`config.mk`:
```
export PLATFORM = sky130hd
export DESIGN_NAME = axi_dma_wr
export DESIGN_NICKNAME = d
export VERILOG_FILES = /design/src/rtl/axi_dma_pkg.sv /design/src/rtl/axi_dma_burst_calc.sv /design/src/rtl/axi_dma_wr.sv
export SDC_FILE = /design/constraint.sdc
export NUM_CORES = 1
export LEC_CHECK = 0
export BUFFER_PORTS_ARGS = -buffer_cell sky130_fd_sc_hd__buf_2
export CORE_UTILIZATION = 55
export DETAILED_ROUTE_END_ITERATION = 10
export HOLD_SLACK_MARGIN = 0.06
export PLACE_DENSITY = 0.87
export RECOVER_POWER = 50
export SLEW_MARGIN = 40
export SYNTH_ARGS = -nofsm -noshare
export SYNTH_HDL_FRONTEND = slang
export SYNTH_SLANG_ARGS = --single-unit
```
`constraint.sdc`:
```
create_clock -name clk -period 8.1 [get_ports clk]
set_clock_uncertainty 0.05 [all_clocks]
set_input_delay 0.81 -clock clk [delete_from_list [all_inputs] [get_ports clk]]
set_output_delay 0.81 -clock clk [all_outputs]
set_load 0.01 [all_outputs]
```
`src/rtl/axi_dma_pkg.sv`:
```
// ---------------------------------------------------------------------------
// axi_dma_pkg
// Shared definitions for the AXI write DMA: FSM state encoding, the AXI
// burst/response/cache constants driven on the write channels, and the
// 4 KiB boundary that no AXI burst may cross.
// ---------------------------------------------------------------------------
package axi_dma_pkg;

    typedef enum logic [1:0] {
        ST_IDLE = 2'd0,
        ST_ADDR = 2'd1,
        ST_DATA = 2'd2,
        ST_RESP = 2'd3
    } dma_state_t;

    localparam logic [1:0]  AXI_BURST_INCR   = 2'b01;
    localparam logic [1:0]  AXI_RESP_OKAY    = 2'b00;
    // Normal non-cacheable bufferable memory.
    localparam logic [3:0]  AXI_CACHE_NC_BUF = 4'b0011;
    localparam int unsigned BOUNDARY_4K      = 4096;

endpackage

```
`src/rtl/axi_dma_burst_calc.sv`:
```
// ---------------------------------------------------------------------------
// axi_dma_burst_calc
// Combinational burst sizing. The burst length is the smallest of:
// the beats still owed by the command, MAX_BURST_LEN, and the beats left
// before the next 4 KiB boundary.
//
// Ports:
//   addr      in  ADDR_WIDTH  burst start byte address (beat aligned)
//   remaining in  LEN_WIDTH   beats still to be written for the command
//   beats     out 9           beats in the next burst (1..256)
// ---------------------------------------------------------------------------
module axi_dma_burst_calc
    import axi_dma_pkg::*;
#(
    parameter int ADDR_WIDTH    = 16,
    parameter int LEN_WIDTH     = 16,
    parameter int MAX_BURST_LEN = 16,
    parameter int SIZE          = 2
) (
    input  logic [ADDR_WIDTH-1:0] addr,
    input  logic [LEN_WIDTH-1:0]  remaining,
    output logic [8:0]            beats
);

    // Common compare width wide enough for both the length and the
    // 13-bit byte distance to the boundary.
    localparam int CW = ((LEN_WIDTH > 13) ? LEN_WIDTH : 13) + 1;

    logic [ADDR_WIDTH+11:0] w_addr_ext;
    logic [12:0]            w_to_4k_bytes;
    logic [CW-1:0]          w_to_4k;
    logic [CW-1:0]          w_rem;
    logic [CW-1:0]          w_max;
    logic [CW-1:0]          w_min_a;
    logic [CW-1:0]          w_min;
    logic                   w_unused_bits;

    // Zero-extend so the page offset is available for any address width.
    assign w_addr_ext    = {12'd0, addr};
    // Address is beat aligned, so this is always at least one beat.
    assign w_to_4k_bytes = 13'(BOUNDARY_4K) - {1'b0, w_addr_ext[11:0]};
    assign w_to_4k       = CW'(w_to_4k_bytes >> SIZE);
    assign w_rem         = CW'(remaining);
    assign w_max         = CW'(MAX_BURST_LEN);

    assign w_min_a = (w_rem < w_max) ? w_rem : w_max;
    assign w_min   = (w_to_4k < w_min_a) ? w_to_4k : w_min_a;

    // Bounded by MAX_BURST_LEN (<= 256), so nine bits hold the result.
    assign beats = w_min[8:0];

    assign w_unused_bits = ^{w_addr_ext[ADDR_WIDTH+11:12], w_min[CW-1:9]};

endmodule

```
`src/rtl/axi_dma_wr.sv`:
```
// ---------------------------------------------------------------------------
// axi_dma_wr
// Stream-to-memory write DMA. A command (start address, beat count) is
// split into AXI4 INCR bursts that never exceed MAX_BURST_LEN nor cross a
// 4 KiB boundary. One burst is outstanding at a time: AW, then W beats
// taken straight from the input stream, then the B response. Any SLVERR /
// DECERR response is accumulated and reported with the completion pulse.
//
// Ports:
//   clk, rst                      clock, synchronous active-high reset
//   cmd_addr/cmd_len/cmd_valid    command in (byte address, beat count)
//   cmd_ready                     high while idle
//   s_axis_tdata/tvalid/tready    write-data stream
//   m_axi_aw*                     AXI4 write address channel (master)
//   m_axi_w*                      AXI4 write data channel (master)
//   m_axi_b*                      AXI4 write response channel (master)
//   status_done                   one-cycle pulse at command completion
//   status_error                  error flag, valid with status_done
// ---------------------------------------------------------------------------
module axi_dma_wr
    import axi_dma_pkg::*;
#(
    parameter int DATA_WIDTH    = 32,
    parameter int ADDR_WIDTH    = 16,
    parameter int ID_WIDTH      = 8,
    parameter int LEN_WIDTH     = 16,
    parameter int MAX_BURST_LEN = 16
) (
    input  logic                      clk,
    input  logic                      rst,

    input  logic [ADDR_WIDTH-1:0]     cmd_addr,
    input  logic [LEN_WIDTH-1:0]      cmd_len,
    input  logic                      cmd_valid,
    output logic                      cmd_ready,

    input  logic [DATA_WIDTH-1:0]     s_axis_tdata,
    input  logic                      s_axis_tvalid,
    output logic                      s_axis_tready,

    output logic [ID_WIDTH-1:0]       m_axi_awid,
    output logic [ADDR_WIDTH-1:0]     m_axi_awaddr,
    output logic [7:0]                m_axi_awlen,
    output logic [2:0]                m_axi_awsize,
    output logic [1:0]                m_axi_awburst,
    output logic                      m_axi_awlock,
    output logic [3:0]                m_axi_awcache,
    output logic [2:0]                m_axi_awprot,
    output logic                      m_axi_awvalid,
    input  logic                      m_axi_awready,

    output logic [DATA_WIDTH-1:0]     m_axi_wdata,
    output logic [DATA_WIDTH/8-1:0]   m_axi_wstrb,
    output logic                      m_axi_wlast,
    output logic                      m_axi_wvalid,
    input  logic                      m_axi_wready,

    input  logic [ID_WIDTH-1:0]       m_axi_bid,
    input  logic [1:0]                m_axi_bresp,
    input  logic                      m_axi_bvalid,
    output logic                      m_axi_bready,

    output logic                      status_done,
    output logic                      status_error
);

    localparam int STRB_WIDTH = DATA_WIDTH / 8;
    localparam int SIZE       = $clog2(STRB_WIDTH);
    localparam logic [ADDR_WIDTH-1:0] ALIGN_MASK = ADDR_WIDTH'(STRB_WIDTH - 1);

    dma_state_t             r_state;
    dma_state_t             w_state_nxt;
    logic [ADDR_WIDTH-1:0]  r_addr;
    logic [ADDR_WIDTH-1:0]  w_addr_nxt;
    logic [LEN_WIDTH-1:0]   r_remaining;
    logic [LEN_WIDTH-1:0]   w_rem_nxt;
    logic [8:0]             r_burst_cnt;
    logic [8:0]             w_burst_nxt;
    logic [8:0]             r_beats;
    logic [8:0]             w_beats;
    logic                   r_awvalid;
    logic                   r_bready;
    logic                   r_done;
    logic                   w_done_nxt;
    logic                   r_error;
    logic                   w_error_nxt;
    logic                   r_err_acc;
    logic                   w_err_acc_nxt;
    logic                   w_beat_acc;
    logic                   w_enter_addr;
    logic                   w_unused_bits;

    assign w_beat_acc   = (r_state == ST_DATA) && s_axis_tvalid && m_axi_wready;
    // Burst size is fixed on every transition into ADDR, from IDLE or RESP.
    assign w_enter_addr = (w_state_nxt == ST_ADDR) && (r_state != ST_ADDR);

    // Sized from the values the registers are about to take, so the
    // length is ready in the same cycle awvalid rises.
    axi_dma_burst_calc #(
        .ADDR_WIDTH    (ADDR_WIDTH),
        .LEN_WIDTH     (LEN_WIDTH),
        .MAX_BURST_LEN (MAX_BURST_LEN),
        .SIZE          (SIZE)
    ) u_burst_calc (
        .addr      (w_addr_nxt),
        .remaining (w_rem_nxt),
        .beats     (w_beats)
    );

    // Next-state logic
    always_comb begin
        w_state_nxt   = r_state;
        w_addr_nxt    = r_addr;
        w_rem_nxt     = r_remaining;
        w_burst_nxt   = r_burst_cnt;
        w_err_acc_nxt = r_err_acc;
        w_done_nxt    = 1'b0;
        w_error_nxt   = 1'b0;

        case (r_state)
            ST_IDLE: begin
                if (cmd_valid) begin
                    w_addr_nxt    = cmd_addr & ~ALIGN_MASK;
                    w_rem_nxt     = cmd_len;
                    w_err_acc_nxt = 1'b0;
                    if (cmd_len == '0) begin
                        w_done_nxt = 1'b1;
                    end else begin
                        w_state_nxt = ST_ADDR;
                    end
                end
            end
            ST_ADDR: begin
                if (m_axi_awready) begin
                    w_state_nxt = ST_DATA;
                end
            end
            ST_DATA: begin
                if (w_beat_acc) begin
                    w_rem_nxt   = r_remaining - LEN_WIDTH'(1);
                    w_burst_nxt = r_burst_cnt - 9'd1;
                    if (r_burst_cnt == 9'd1) begin
                        w_state_nxt = ST_RESP;
                        // Wraps modulo 2^ADDR_WIDTH by construction.
                        w_addr_nxt  = r_addr + (ADDR_WIDTH'(r_beats) << SIZE);
                    end
                end
            end
            ST_RESP: begin
                if (m_axi_bvalid && r_bready) begin
                    // bresp[1] set means SLVERR or DECERR.
                    w_err_acc_nxt = r_err_acc | m_axi_bresp[1];
                    if (r_remaining != '0) begin
                        w_state_nxt = ST_ADDR;
                    end else begin
                        w_state_nxt = ST_IDLE;
                        w_done_nxt  = 1'b1;
                        w_error_nxt = r_err_acc | m_axi_bresp[1];
                    end
                end
            end
            default: begin
                w_state_nxt = ST_IDLE;
            end
        endcase
    end

    // State and control registers
    always_ff @(posedge clk) begin
        if (rst) begin
            r_state     <= ST_IDLE;
            r_remaining <= '0;
            r_burst_cnt <= '0;
            r_awvalid   <= 1'b0;
            r_bready    <= 1'b0;
            r_done      <= 1'b0;
            r_error     <= 1'b0;
            r_err_acc   <= 1'b0;
        end else begin
            r_state     <= w_state_nxt;
            r_remaining <= w_rem_nxt;
            r_burst_cnt <= w_enter_addr ? w_beats : w_burst_nxt;
            r_awvalid   <= (w_state_nxt == ST_ADDR);
            r_bready    <= (w_state_nxt == ST_RESP);
            r_done      <= w_done_nxt;
            r_error     <= w_error_nxt;
            r_err_acc   <= w_err_acc_nxt;
        end
    end

    // Address datapath; only meaningful while a command is active.
    always_ff @(posedge clk) begin
        r_addr <= w_addr_nxt;
        if (w_enter_addr) begin
            r_beats <= w_beats;
        end
    end

    // Output decode
    always_comb begin
        cmd_ready     = (r_state == ST_IDLE);

        m_axi_awid    = '0;
        m_axi_awaddr  = r_addr;
        m_axi_awlen   = 8'(r_beats - 9'd1);
        m_axi_awsize  = 3'(SIZE);
        m_axi_awburst = AXI_BURST_INCR;
        m_axi_awlock  = 1'b0;
        m_axi_awcache = AXI_CACHE_NC_BUF;
        m_axi_awprot  = '0;
        m_axi_awvalid = r_awvalid;

        // The W channel is a gated pass-through of the stream.
        m_axi_wdata   = (r_state == ST_DATA) ? s_axis_tdata : '0;
        m_axi_wstrb   = '1;
        m_axi_wvalid  = (r_state == ST_DATA) && s_axis_tvalid;
        m_axi_wlast   = (r_state == ST_DATA) && (r_burst_cnt == 9'd1);
        s_axis_tready = (r_state == ST_DATA) && m_axi_wready;

        m_axi_bready  = r_bready;
        status_done   = r_done;
        status_error  = r_error;
    end

    assign w_unused_bits = ^{m_axi_bid, m_axi_bresp[0]};

endmodule

```
==> impl_metrics.ini <==
[floorplanning]
dieHeight_um = 95.3
start_util = 0.574
dieArea_um2 = 9090
dieWidth_um = 95.3
core_um2 = 8340
rows = 33
io_pins = 170

[setup_path]
critPathKind = flop to flop
cp.required_ns = 8.13
worstSetupEndpointType = flop
cp_cell_sequence = inv_1, ha_1, clkbuf_1, or3b_1, or2_0, o311a_1, nor3_2, nand4_2, or3_1, ha_1, a21o_1, a21oi_1, o22ai_1, nor2_1, nor2_1, a211oi_1, buf_4, and2_1, mux2i_1
rr_worst_depth = 19
worstSetupStartpointType = flop
crit_path_max_fanout = 40
critPathArrivalTime_ns = 6.21
cpPeakStageDelay_ns = 0.93
crit_path_top_delay_cell = clkbuf_1
r2r_start = r_state[0]$_SDFF_PP0_
worst-r2r-setup-slack_ns = 1.92
worstReg2RegEnd = r_beats[4]$_DFFE_PP_

[min_path]
min_path_cells = 1
hold_class = flop to flop
hp-start = m_axi_awaddr[1]$_DFF_P_
hold_end = m_axi_awaddr[1]$_DFF_P_

[synthesis]
syn_avg_cell_area_um2 = 8.26
synthFlopType = dfxtp_1
yosys_warnings = 0
synth_seq_cells = 57
synth_area_um2 = 4790
yosysSeqAreaShare = 0.265
muxShareOfSynthArea = 0.0319
synth_cell_types = 81
synth_compound_area_frac = 0.199
synth_simple_gate_area_share = 0.281
synth-edff-count = 13
synth_top_family_by_area = simple AND/OR/NAND/NOR gates
async_flop_share = 0
synth_xor_area_frac = 0.0567
synthAdderAreaFrac = 0.0773
postSynthCellCount = 580

[timing]
drv_slew = 0
worst_slew_pin_slew_ns = 1.18
slew_headroom = 0.216
final_hold_viol_count = 0
rsz0062_at_grt = false
max_freq_mhz = 162
period_needed_ns = 6.18
fin_ws_ns = 1.92
setup_violations = 0
tns_ns = 0
fin_crit_sh = 0.762

[global_route]
gr-total-overflow = 0
grt_first_pass_wirelength_mm = 22.0
first_global_vias = 4526
grt_max_degree = 41
groute.usage.overall = 0.313
grt_antenna_before_repair = 0

[pwr]
finalPower_w = 0.00229
power-per-cell-area_nw_per_um2 = 415
peakVddDrop_mv = 0.224
p_leak_nw = 2.46

[drt]
wire_per_inst_um = 16.9
finalWirelength_mm = 13.8
vias = 4860
avgViaCountPerCell = 5.96
postRouteAntennaNets = 0
drc = 0
first_pass_iters = 5
initialDrtViolationCount = 356

[final_layout]
drive_gt1_frac = 0.201
fillers = 723
syn_to_final_growth_pct = 15.2
stdcell_count = 816
nNetsFinal = 816
antenna_cells = 0
postLayoutCoreUtil = 0.662

[cts]
cts-htree-levels = 3
postCtsSetupBuffers = 0
insertion_delay_ns = 0.35
holdBufCountCts = 0
cts.path.max_buffers = 2
cts-root-buf = clkbuf_8
clock_sinks = 57
cts_tree = done
path_clk_slew_ns = 0.07
post_cts_resized = 0
numCtsBuffers = 9

[placement]
gp_congestion = 0.964
dp.cells = 800
hpwl_mm = 10.6
pre_cts_slack_ns = 2.37
io_buffers = 133

[job]
max_cap_viol_count = 0

[run_status]
status = complete, no violations
metrics by stage:
step	hold WS, ns	area, um^2
after floorplan	0.418	4900
after global placement	0.419	5410
after detailed placement	0.430	5410
after CTS	0.439	5600
after global routing	0.455	5520
final	0.437	5520
cell families (layout without fill, tap and decap cells):
kind of cell	after synthesis	in the layout
compound gates	131	131
xor+xnor	31	31
fa+ha+maj	29	29
buf+inv	78	180
flops	57	57
mux	14	14
other cells	2	31
simple gates	238	238
synth_stat cells, types with 3 or more instances:
| cell | number | area (um^2) |
|---|---|---|
| nor2_1 | 47 | 176 |
| dfxtp_1 | 44 | 881 |
| nand2_1 | 40 | 150 |
| and2_1 | 37 | 231 |
| ha_1 | 28 | 350 |
| o21ai_0 | 27 | 135 |
| buf_4 | 26 | 195 |
| inv_1 | 25 | 93.8 |
| a21oi_1 | 24 | 120 |
| clkbuf_1 | 21 | 78.8 |
| xor2_1 | 17 | 149 |
| xnor2_1 | 14 | 123 |
| edfxtp_1 | 13 | 390 |
| nand3_1 | 13 | 65.1 |
| nor3_1 | 13 | 65.1 |
| a21o_1 | 12 | 90.1 |
| a211oi_1 | 11 | 82.6 |
| nor4_1 | 11 | 68.8 |
| and3_1 | 10 | 62.6 |
| nor2b_1 | 9 | 56.3 |
| or3_1 | 9 | 56.3 |
| nand2b_1 | 8 | 50.1 |
| mux2_2 | 7 | 78.8 |
| mux2i_1 | 6 | 60.1 |
| nand4_1 | 6 | 37.5 |
| or2_2 | 6 | 37.5 |
| a222oi_1 | 4 | 40.0 |
| a22oi_1 | 4 | 30.0 |
| o311a_1 | 4 | 40.0 |
| or4_1 | 4 | 30.0 |
| a221o_1 | 3 | 30.0 |
| a221oi_1 | 3 | 26.3 |
| a31oi_1 | 3 | 18.8 |
| buf_6 | 3 | 33.8 |
| nor3b_1 | 3 | 22.5 |
| nor4b_1 | 3 | 26.3 |
| o211a_1 | 3 | 30.0 |
| o211ai_1 | 3 | 22.5 |
| o21a_1 | 3 | 22.5 |
| o31ai_1 | 3 | 22.5 |
metal layers:
layer | GRT usage | wire, um
met2 | 0.518 | 6530
met5 | 0 | 0
met1 | 0.395 | 5780
met4 | 0.122 | 382
met3 | 0.0654 | 1110
critical path: cells and delay by family, from the launching register on:
family,cells,cell delay (ns)
simple gates,8,2.08
fa+ha+maj,2,0.98
mux,1,0.13
buf+inv,3,1.33
flops,1,0.34
compound gates,5,0.97
area by class of cell:
class	instances	area (um^2)	share of cell area
multi-input cells	474	3190	0.578
flip-flops and latches	57	1270	0.230
repair buffers	137	638	0.116
clock buffers	11	141	0.0256
well taps	105	131	0.0238
inverters	27	101	0.0184
clock inverters	5	46.3	0.00839
worst max path at each step:
| stage | from | endpoint | slack, ns | cells past startpoint |
|---|---|---|---|---|
| 6_report | r_state[0]$_SDFF_PP0_ | r_beats[4]$_DFFE_PP_ | 1.92 | 19 |
| 5_1_grt | r_state[0]$_SDFF_PP0_ | r_beats[4]$_DFFE_PP_ | 1.53 | 19 |
| 4_1_cts | r_state[0]$_SDFF_PP0_ | r_beats[4]$_DFFE_PP_ | 2.36 | 18 |
| 3_5_place_dp | r_state[0]$_SDFF_PP0_ | r_beats[4]$_DFFE_PP_ | 2.37 | 18 |
| 3_3_place_gp | r_state[0]$_SDFF_PP0_ | r_beats[4]$_DFFE_PP_ | 2.48 | 18 |
| 2_1_floorplan | m_axi_wready | r_beats[0]$_DFFE_PP_ | 3.66 | 17 |
report_power, final:
| group | internal [W] | switching, W |
|---|---|---|
| sequential | 0.000427 | 0.000123 |
| combinational | 0.000578 | 0.000896 |
| clock | 0.000147 | 0.000118 |
| total | 0.00115 | 0.00114 |
state kept, by name, summed over array words and instances (netlist names), 2 cells and up:
register and cells:
r_beats 9, m_axi_awaddr 16, r_state 2, r_remaining 16
r_burst_cnt 9
cells in the final DEF (no fill, tap or decap), drive strengths merged, types with 7 or more instances in the layout:
cell,n
mux2i,7
or3,10
mux2,7
nand3,14
xor2,17
nor3,16
nor4,14
nand4,7
o21ai,29
clkbuf,51
and2,37
nor2,48
inv,27
edfxtp,13
a21oi,24
and3,10
ha,28
dfxtp,44
xnor2,14
buf,97
nor2b,9
nand2,41
a21o,12
conb,31
nand2b,8
a211oi,12
or2,8
(Power assumes the default switching activity.)
